### config.mk
export PLATFORM = sky130hd
export DESIGN_NAME = bus_arbiter_flat
export DESIGN_NICKNAME = d
export VERILOG_FILES = /design/src/rtl/bus_arbiter_if.sv /design/src/rtl/bus_arbiter.sv /design/src/flat_wrapper.sv
export SDC_FILE = /design/constraint.sdc
export NUM_CORES = 1
export LEC_CHECK = 0
export ABC_AREA = 1
export CAP_MARGIN = 20
export CELL_PAD_IN_SITES_DETAIL_PLACEMENT = 1
export CELL_PAD_IN_SITES_GLOBAL_PLACEMENT = 2
export CORE_MARGIN = 4
export CORE_UTILIZATION = 22
export DETAILED_ROUTE_END_ITERATION = 16
export PLACE_DENSITY_LB_ADDON = 0.1
export SYNTH_ARGS = -nofsm -noshare
export SYNTH_HDL_FRONTEND = slang
export SYNTH_SLANG_ARGS = --single-unit
### constraint.sdc
create_clock -name clk -period 2.3 [get_ports clk]
set_clock_uncertainty 0.2 [all_clocks]
set_input_delay 0.575 -clock clk [delete_from_list [all_inputs] [get_ports clk]]
set_output_delay 0.575 -clock clk [all_outputs]
set_load 0.005 [all_outputs]
### src/rtl/bus_arbiter_if.sv
// Bus arbiter signal bundle: requester handshakes (CPU, DMA) and external bus pins.
// The arbiter uses the master view; requesters, pads and memory use the slave view.
interface bus_arbiter_if #(
    parameter int unsigned AW = 16,
    parameter int unsigned DW = 16
) ();
    // CPU requester
    logic          cpu_req;
    logic          cpu_rnw;
    logic [AW-1:0] cpu_addr;
    logic [DW-1:0] cpu_wdata;
    logic          cpu_gnt;
    logic          cpu_done;

    // DMA requester
    logic          dma_req;
    logic          dma_rnw;
    logic [AW-1:0] dma_addr;
    logic [DW-1:0] dma_wdata;
    logic          dma_gnt;
    logic          dma_done;

    // Shared completion status
    logic [DW-1:0] rdata;
    logic          err;

    // External multiplexed bus
    logic [DW-1:0] data_out;
    logic          enb;
    logic          n_me;
    logic          ale;
    logic          rnw;
    logic          n_oe;
    logic [DW-1:0] data_in;
    logic          n_wait;

    modport master (
        input  cpu_req, cpu_rnw, cpu_addr, cpu_wdata,
        output cpu_gnt, cpu_done,
        input  dma_req, dma_rnw, dma_addr, dma_wdata,
        output dma_gnt, dma_done,
        output rdata, err,
        output data_out, enb, n_me, ale, rnw, n_oe,
        input  data_in, n_wait
    );

    modport slave (
        output cpu_req, cpu_rnw, cpu_addr, cpu_wdata,
        input  cpu_gnt, cpu_done,
        output dma_req, dma_rnw, dma_addr, dma_wdata,
        input  dma_gnt, dma_done,
        input  rdata, err,
        input  data_out, enb, n_me, ale, rnw, n_oe,
        output data_in, n_wait
    );
endinterface

### src/rtl/bus_arbiter.sv
// Two-port (CPU / DMA) round-robin arbiter for a multiplexed address/data bus.
// Each bus cycle runs IDLE -> ADDR -> DATA (wait states) -> END; all outputs registered.
module bus_arbiter #(
    parameter int unsigned WAIT_MAX = 15,
    parameter int unsigned AW       = 16,
    parameter int unsigned DW       = 16
) (
    input  logic          clk,
    input  logic          rst,
    bus_arbiter_if.master bus
);
    localparam int unsigned CntW = (WAIT_MAX > 0) ? $clog2(WAIT_MAX + 1) : 1;

    typedef enum logic [1:0] {StIdle, StAddr, StData, StEnd} state_e;

    state_e        state;
    logic          owner_dma;  // 1 when the current cycle belongs to the DMA port
    logic          last_dma;   // 1 when the DMA port was served last
    logic          lat_rnw;
    logic [DW-1:0] lat_wdata;
    logic [CntW-1:0] wait_cnt;

    logic          win_dma;
    logic [AW-1:0] win_addr;
    logic [DW-1:0] win_wdata;
    logic          win_rnw;
    logic [CntW-1:0] cnt_inc;
    logic          timeout;
    logic          finish;

    // Arbitration winner, wait counter increment and data-phase exit conditions
    always_comb begin
        // Sole requester wins; on a tie the port not served last wins
        win_dma   = bus.dma_req && (!bus.cpu_req || !last_dma);
        win_addr  = win_dma ? bus.dma_addr  : bus.cpu_addr;
        win_wdata = win_dma ? bus.dma_wdata : bus.cpu_wdata;
        win_rnw   = win_dma ? bus.dma_rnw   : bus.cpu_rnw;
        cnt_inc   = wait_cnt + CntW'(1);
        timeout   = (WAIT_MAX != 0) && !bus.n_wait && (cnt_inc == CntW'(WAIT_MAX));
        finish    = bus.n_wait || timeout;
    end

    // Bus-cycle FSM with registered strobes, grants and completion status
    always_ff @(posedge clk or posedge rst) begin
        if (rst) begin
            state        <= StIdle;
            owner_dma    <= 1'b0;
            last_dma     <= 1'b1;
            lat_rnw      <= 1'b1;
            lat_wdata    <= '0;
            wait_cnt     <= '0;
            bus.cpu_gnt  <= 1'b0;
            bus.cpu_done <= 1'b0;
            bus.dma_gnt  <= 1'b0;
            bus.dma_done <= 1'b0;
            bus.rdata    <= '0;
            bus.err      <= 1'b0;
            bus.data_out <= '0;
            bus.enb      <= 1'b0;
            bus.n_me     <= 1'b1;
            bus.ale      <= 1'b0;
            bus.rnw      <= 1'b1;
            bus.n_oe     <= 1'b1;
        end else begin
            unique case (state)
                StIdle: begin
                    if (bus.cpu_req || bus.dma_req) begin
                        owner_dma    <= win_dma;
                        last_dma     <= win_dma;
                        lat_rnw      <= win_rnw;
                        lat_wdata    <= win_wdata;
                        bus.cpu_gnt  <= !win_dma;
                        bus.dma_gnt  <= win_dma;
                        // Outputs for the ADDR clock are loaded on the way in
                        bus.n_me     <= 1'b0;
                        bus.ale      <= 1'b1;
                        bus.enb      <= 1'b1;
                        bus.data_out <= DW'(win_addr);
                        bus.rnw      <= win_rnw;
                        state        <= StAddr;
                    end
                end
                StAddr: begin
                    bus.ale <= 1'b0;
                    if (lat_rnw) begin
                        bus.enb  <= 1'b0;
                        bus.n_oe <= 1'b0;
                    end else begin
                        bus.enb      <= 1'b1;
                        bus.data_out <= lat_wdata;
                        bus.n_oe     <= 1'b1;
                    end
                    state <= StData;
                end
                StData: begin
                    if (!bus.n_wait) begin
                        wait_cnt <= cnt_inc;
                    end
                    if (bus.n_wait && lat_rnw) begin
                        bus.rdata <= bus.data_in;
                    end
                    if (finish) begin
                        bus.n_me     <= 1'b1;
                        bus.n_oe     <= 1'b1;
                        bus.enb      <= 1'b0;
                        bus.rnw      <= 1'b1;
                        bus.cpu_done <= !owner_dma;
                        bus.dma_done <= owner_dma;
                        bus.err      <= !bus.n_wait;
                        state        <= StEnd;
                    end
                end
                StEnd: begin
                    bus.cpu_done <= 1'b0;
                    bus.dma_done <= 1'b0;
                    bus.err      <= 1'b0;
                    bus.cpu_gnt  <= 1'b0;
                    bus.dma_gnt  <= 1'b0;
                    wait_cnt     <= '0;
                    state        <= StIdle;
                end
                default: state <= StIdle;
            endcase
        end
    end
endmodule

### src/flat_wrapper.sv
// flat-port wrapper written by rule: the top's interface ports become plain ports
module bus_arbiter_flat 
#(
    parameter int unsigned WAIT_MAX = 15,
    parameter int unsigned AW       = 16,
    parameter int unsigned DW       = 16
)
  (clk, rst, bus_cpu_req, bus_cpu_rnw, bus_cpu_addr, bus_cpu_wdata, bus_cpu_gnt, bus_cpu_done, bus_dma_req, bus_dma_rnw, bus_dma_addr, bus_dma_wdata, bus_dma_gnt, bus_dma_done, bus_rdata, bus_err, bus_data_out, bus_enb, bus_n_me, bus_ale, bus_rnw, bus_n_oe, bus_data_in, bus_n_wait);
  bus_arbiter_if #(.AW(AW), .DW(DW)) bus_i ();
  input  logic clk;
  input  logic rst;
  input wire logic [$bits(bus_i.cpu_req)-1:0] bus_cpu_req;
  input wire logic [$bits(bus_i.cpu_rnw)-1:0] bus_cpu_rnw;
  input wire logic [$bits(bus_i.cpu_addr)-1:0] bus_cpu_addr;
  input wire logic [$bits(bus_i.cpu_wdata)-1:0] bus_cpu_wdata;
  output wire logic [$bits(bus_i.cpu_gnt)-1:0] bus_cpu_gnt;
  output wire logic [$bits(bus_i.cpu_done)-1:0] bus_cpu_done;
  input wire logic [$bits(bus_i.dma_req)-1:0] bus_dma_req;
  input wire logic [$bits(bus_i.dma_rnw)-1:0] bus_dma_rnw;
  input wire logic [$bits(bus_i.dma_addr)-1:0] bus_dma_addr;
  input wire logic [$bits(bus_i.dma_wdata)-1:0] bus_dma_wdata;
  output wire logic [$bits(bus_i.dma_gnt)-1:0] bus_dma_gnt;
  output wire logic [$bits(bus_i.dma_done)-1:0] bus_dma_done;
  output wire logic [$bits(bus_i.rdata)-1:0] bus_rdata;
  output wire logic [$bits(bus_i.err)-1:0] bus_err;
  output wire logic [$bits(bus_i.data_out)-1:0] bus_data_out;
  output wire logic [$bits(bus_i.enb)-1:0] bus_enb;
  output wire logic [$bits(bus_i.n_me)-1:0] bus_n_me;
  output wire logic [$bits(bus_i.ale)-1:0] bus_ale;
  output wire logic [$bits(bus_i.rnw)-1:0] bus_rnw;
  output wire logic [$bits(bus_i.n_oe)-1:0] bus_n_oe;
  input wire logic [$bits(bus_i.data_in)-1:0] bus_data_in;
  input wire logic [$bits(bus_i.n_wait)-1:0] bus_n_wait;
  assign bus_i.cpu_req = bus_cpu_req;
  assign bus_i.cpu_rnw = bus_cpu_rnw;
  assign bus_i.cpu_addr = bus_cpu_addr;
  assign bus_i.cpu_wdata = bus_cpu_wdata;
  assign bus_cpu_gnt = bus_i.cpu_gnt;
  assign bus_cpu_done = bus_i.cpu_done;
  assign bus_i.dma_req = bus_dma_req;
  assign bus_i.dma_rnw = bus_dma_rnw;
  assign bus_i.dma_addr = bus_dma_addr;
  assign bus_i.dma_wdata = bus_dma_wdata;
  assign bus_dma_gnt = bus_i.dma_gnt;
  assign bus_dma_done = bus_i.dma_done;
  assign bus_rdata = bus_i.rdata;
  assign bus_err = bus_i.err;
  assign bus_data_out = bus_i.data_out;
  assign bus_enb = bus_i.enb;
  assign bus_n_me = bus_i.n_me;
  assign bus_ale = bus_i.ale;
  assign bus_rnw = bus_i.rnw;
  assign bus_n_oe = bus_i.n_oe;
  assign bus_i.data_in = bus_data_in;
  assign bus_i.n_wait = bus_n_wait;
  bus_arbiter #(.WAIT_MAX(WAIT_MAX), .AW(AW), .DW(DW)) u_core (.clk(clk), .rst(rst), .bus(bus_i));
endmodule
==> results.json, run 1 <==
{
  "yosys.area.top_type": "dfrtp_1",
  "drt_iter0_markers": 109,
  "setup_tns_ns": 0,
  "startpoint_type": "flop",
  "pin_count": 129,
  "clock_sinks": 67,
  "port_buffers": 128,
  "crit_type": "flop to primary output",
  "hp-class": "flop to flop",
  "yosys-top-cells-count": "nand2_1 (115), dfrtp_1 (62), o21ai_0 (26)",
  "cp_top_family": "flip-flops",
  "worst_slack_ns": 0.1313,
  "cts_root_buf": "clkbuf_16",
  "dpl_cell_area_um2": 4756,
  "crit_required_ns": 1.52,
  "timing.fmax_mhz": 461.1,
  "ant_nets": 0,
  "track_usage_pct": 13.73,
  "grt_pass1_vias": 3227,
  "overflow": 0,
  "slew_headroom_pct": 59.38,
  "pwr_density_cell_nw_per_um2": 1295,
  "slowest_stage": "dfstp_2",
  "synth_cell_types": 28,
  "vdd_drop_max_uv": 408.8,
  "cp.buffers_inverters": 1,
  "drv_slew": 0,
  "start_util_pct": 22.84,
  "clock_path_buffers": 2,
  "drive_gt1_share_pct": 11.33,
  "vias": 2984,
  "synth_top_area_share_pct": 48.19,
  "synth_area_leaders": "dfrtp_1 (48%), nand2_1 (13%), mux2_2 (5.6%)",
  "cap_violations": 0,
  "grt_pass1_wl_mm": 17.58,
  "power_leakage_uw": 0.002267,
  "synth_edf_count": 0,
  "finalHoldViolations": 0,
  "grt_max_degree": 68,
  "fp.dieW_um": 129.0,
  "async_flop_share_pct": 100.0,
  "cts.clk_slew.worst_paths_ns": 0.06,
  "ctsHoldBuffers": 0,
  "cts_buffers": 9,
  "drt_wl_total_mm": 11.14,
  "setup_viol_count_final": 0,
  "critPathMaxStageDelay_ns": 0.55,
  "crit_fanout": 3,
  "gp_congestion": 0.7500,
  "end_kind": "primary output",
  "final_design_area_no_fill_um2": 5065,
  "cp_data_arrival_time_ns": 1.39,
  "core_um2": 14100,
  "synth_most_common_cell": "nand2_1",
  "rsz0062_at_grt": "no",
  "crit_chain": "clkdlybuf4s50_1",
  "status": "finished, final reports clean",
  "syn-num-nets": 458,
  "period_needed_ns": 2.169,
  "fin_crit_sh_pct": 94.29,
  "drc": 0,
  "area_growth_pct": 57.33,
  "syn_area_um2": 3219,
  "hpwl_mm": 7.890,
  "first_pass_iters": 4,
  "cts_resized": 0,
  "viasPerCell": 4.369,
  "syn_inst": 365,
  "synth-seq-area-share_pct": 52.27,
  "n_antenna_cell": 0,
  "htreeDepth": 3,
  "synth_seq_cells": 67,
  "cts_tree": "yes",
  "yosys_warnings": 0,
  "post_synth.cell_area_avg_um2": 8.820,
  "cts_setup_buffers": 0,
  "synth_top_flop_cell": "dfrtp_1",
  "fp.dieH_um": 129.0,
  "rows": 43,
  "wl_per_cell_um": 16.30,
  "die_area_um2": 16630,
  "fin_nets": 591,
  "clk-insertion-delay-late_ns": 0.33,
  "preCtsSetupSlack_ns": -0.05201,
  "tightest_slew_ns": 0.6093,
  "antenna_found_initial": 0
}
==> cell type report <==
class	instances	area, um^2
well taps	180	225.2
multi-input cells	258	1356
clock buffers	10	229.0
inverters	23	90.09
flip-flops and latches	67	1683
fillers	1645	9031
clock inverters	6	80.08
repair buffers	139	1401
==> metal layers <==
layer	vias to the layer above	routed length, um	global-route usage [%]
li1	1475	-	-
met1	1429	5279	18.66
met2	68	5132	21.25
met3	12	521	2.823
met4	0	202	5.744
met5	-	0	0
==> metrics by stage <==
stage          std cells  hold WS, ns  total power [uW]  util, %
5_1_grt              683       0.3016              7139    35.93
6_report             683       0.2723              6559    35.93
3_5_place_dp         667       0.2620              5188    33.74
2_1_floorplan        365       0.2475              3700        -
3_3_place_gp         667       0.2568              5121    33.74
4_1_cts              683       0.2790              6721    35.93
==> where the power goes <==
part | internal (uW) | leakage, uW | switching [uW] | total, uW
Sequential | 1790 | 0.000816 | 346 | 2130
Combinational | 1490 | 0.00129 | 1470 | 2960
Clock | 941 | 0.000156 | 526 | 1470
Total | 4220 | 0.00227 | 2340 | 6560
==> logic make-up after synthesis <==
group	count (synthesis)	share of synthesized area [%]
multiplexers	16	5.596
AND/OR/NAND/NOR	171	22.39
AO/OA/AOI/OAI	65	11.82
adder cells (fa/ha/maj)	6	2.332
flip-flops	67	52.27
buffers and inverters	40	5.596
==> registers in the layout (all words and copies together) (netlist names) <==
| register | cells |
|---|---|
| u_core.bus.dma_done | 1 |
| u_core.lat_rnw | 1 |
| u_core.lat_wdata | 16 |
| u_core.bus.n_me | 1 |
| u_core.last_dma | 1 |
| u_core.bus.data_out | 16 |
| u_core.state | 2 |
| u_core.bus.ale | 1 |
| u_core.bus.rdata | 16 |
| u_core.bus.err | 1 |
| u_core.bus.enb | 1 |
| u_core.bus.n_oe | 1 |
| u_core.wait_cnt | 4 |
| u_core.bus.cpu_done | 1 |
| u_core.bus.cpu_gnt | 1 |
| u_core.bus.rnw | 1 |
| u_core.owner_dma | 1 |
| u_core.bus.dma_gnt | 1 |
==> path summary, 6_finish.rpt <==
path | cells after the start | endpoint | slack, ns | startpoint
setup / recovery | 1 | bus_n_oe | 0.13 | u_core.bus.n_oe
hold / removal | 2 | u_core.bus.rnw | 0.27 | u_core.bus.rnw
setup reg to reg | 6 | u_core.lat_wdata[15] | 0.34 | u_core.state[1]
hold reg to reg | 2 | u_core.bus.rnw | 0.27 | u_core.bus.rnw
max in group asynchronous | 3 | u_core.last_dma | 1.07 | rst
min in group asynchronous | 3 | u_core.bus.data_out[10] | 0.49 | rst
==> placed cells by master, fill, tap and decap left out <==
master,count
o211ai_1,16
mux2_2,16
o21ai_0,26
nand4_1,6
nor2_1,21
o21ai_1,15
nor2_8,1
clkdlybuf4s50_1,128
dfstp_2,5
inv_1,18
o21bai_1,1
buf_4,8
ha_1,6
buf_12,3
clkinvlp_4,1
nand3_1,25
a21oi_1,1
clkinv_1,1
clkbuf_16,9
o22ai_1,3
nand2_1,115
o21ai_2,2
dfrtp_1,62
nand2_2,1
nand2_4,1
bufinv_16,2
a31oi_1,1
inv_2,3
clkinv_2,4
clkbuf_1,1
nand3_2,1
Power figures use the tool's default switching activity.
==> run 2: changes to the inputs <==
--- a/config.mk
+++ b/config.mk
@@ -6,7 +6,7 @@
 export NUM_CORES = 1
 export LEC_CHECK = 0
 export ABC_AREA = 1
-export CAP_MARGIN = 20
+export CAP_MARGIN = 10
 export CELL_PAD_IN_SITES_DETAIL_PLACEMENT = 1
 export CELL_PAD_IN_SITES_GLOBAL_PLACEMENT = 2
 export CORE_MARGIN = 4
==> results of run 2 <==
No change in the layout: final DEF, timing and power equal those of run 1.
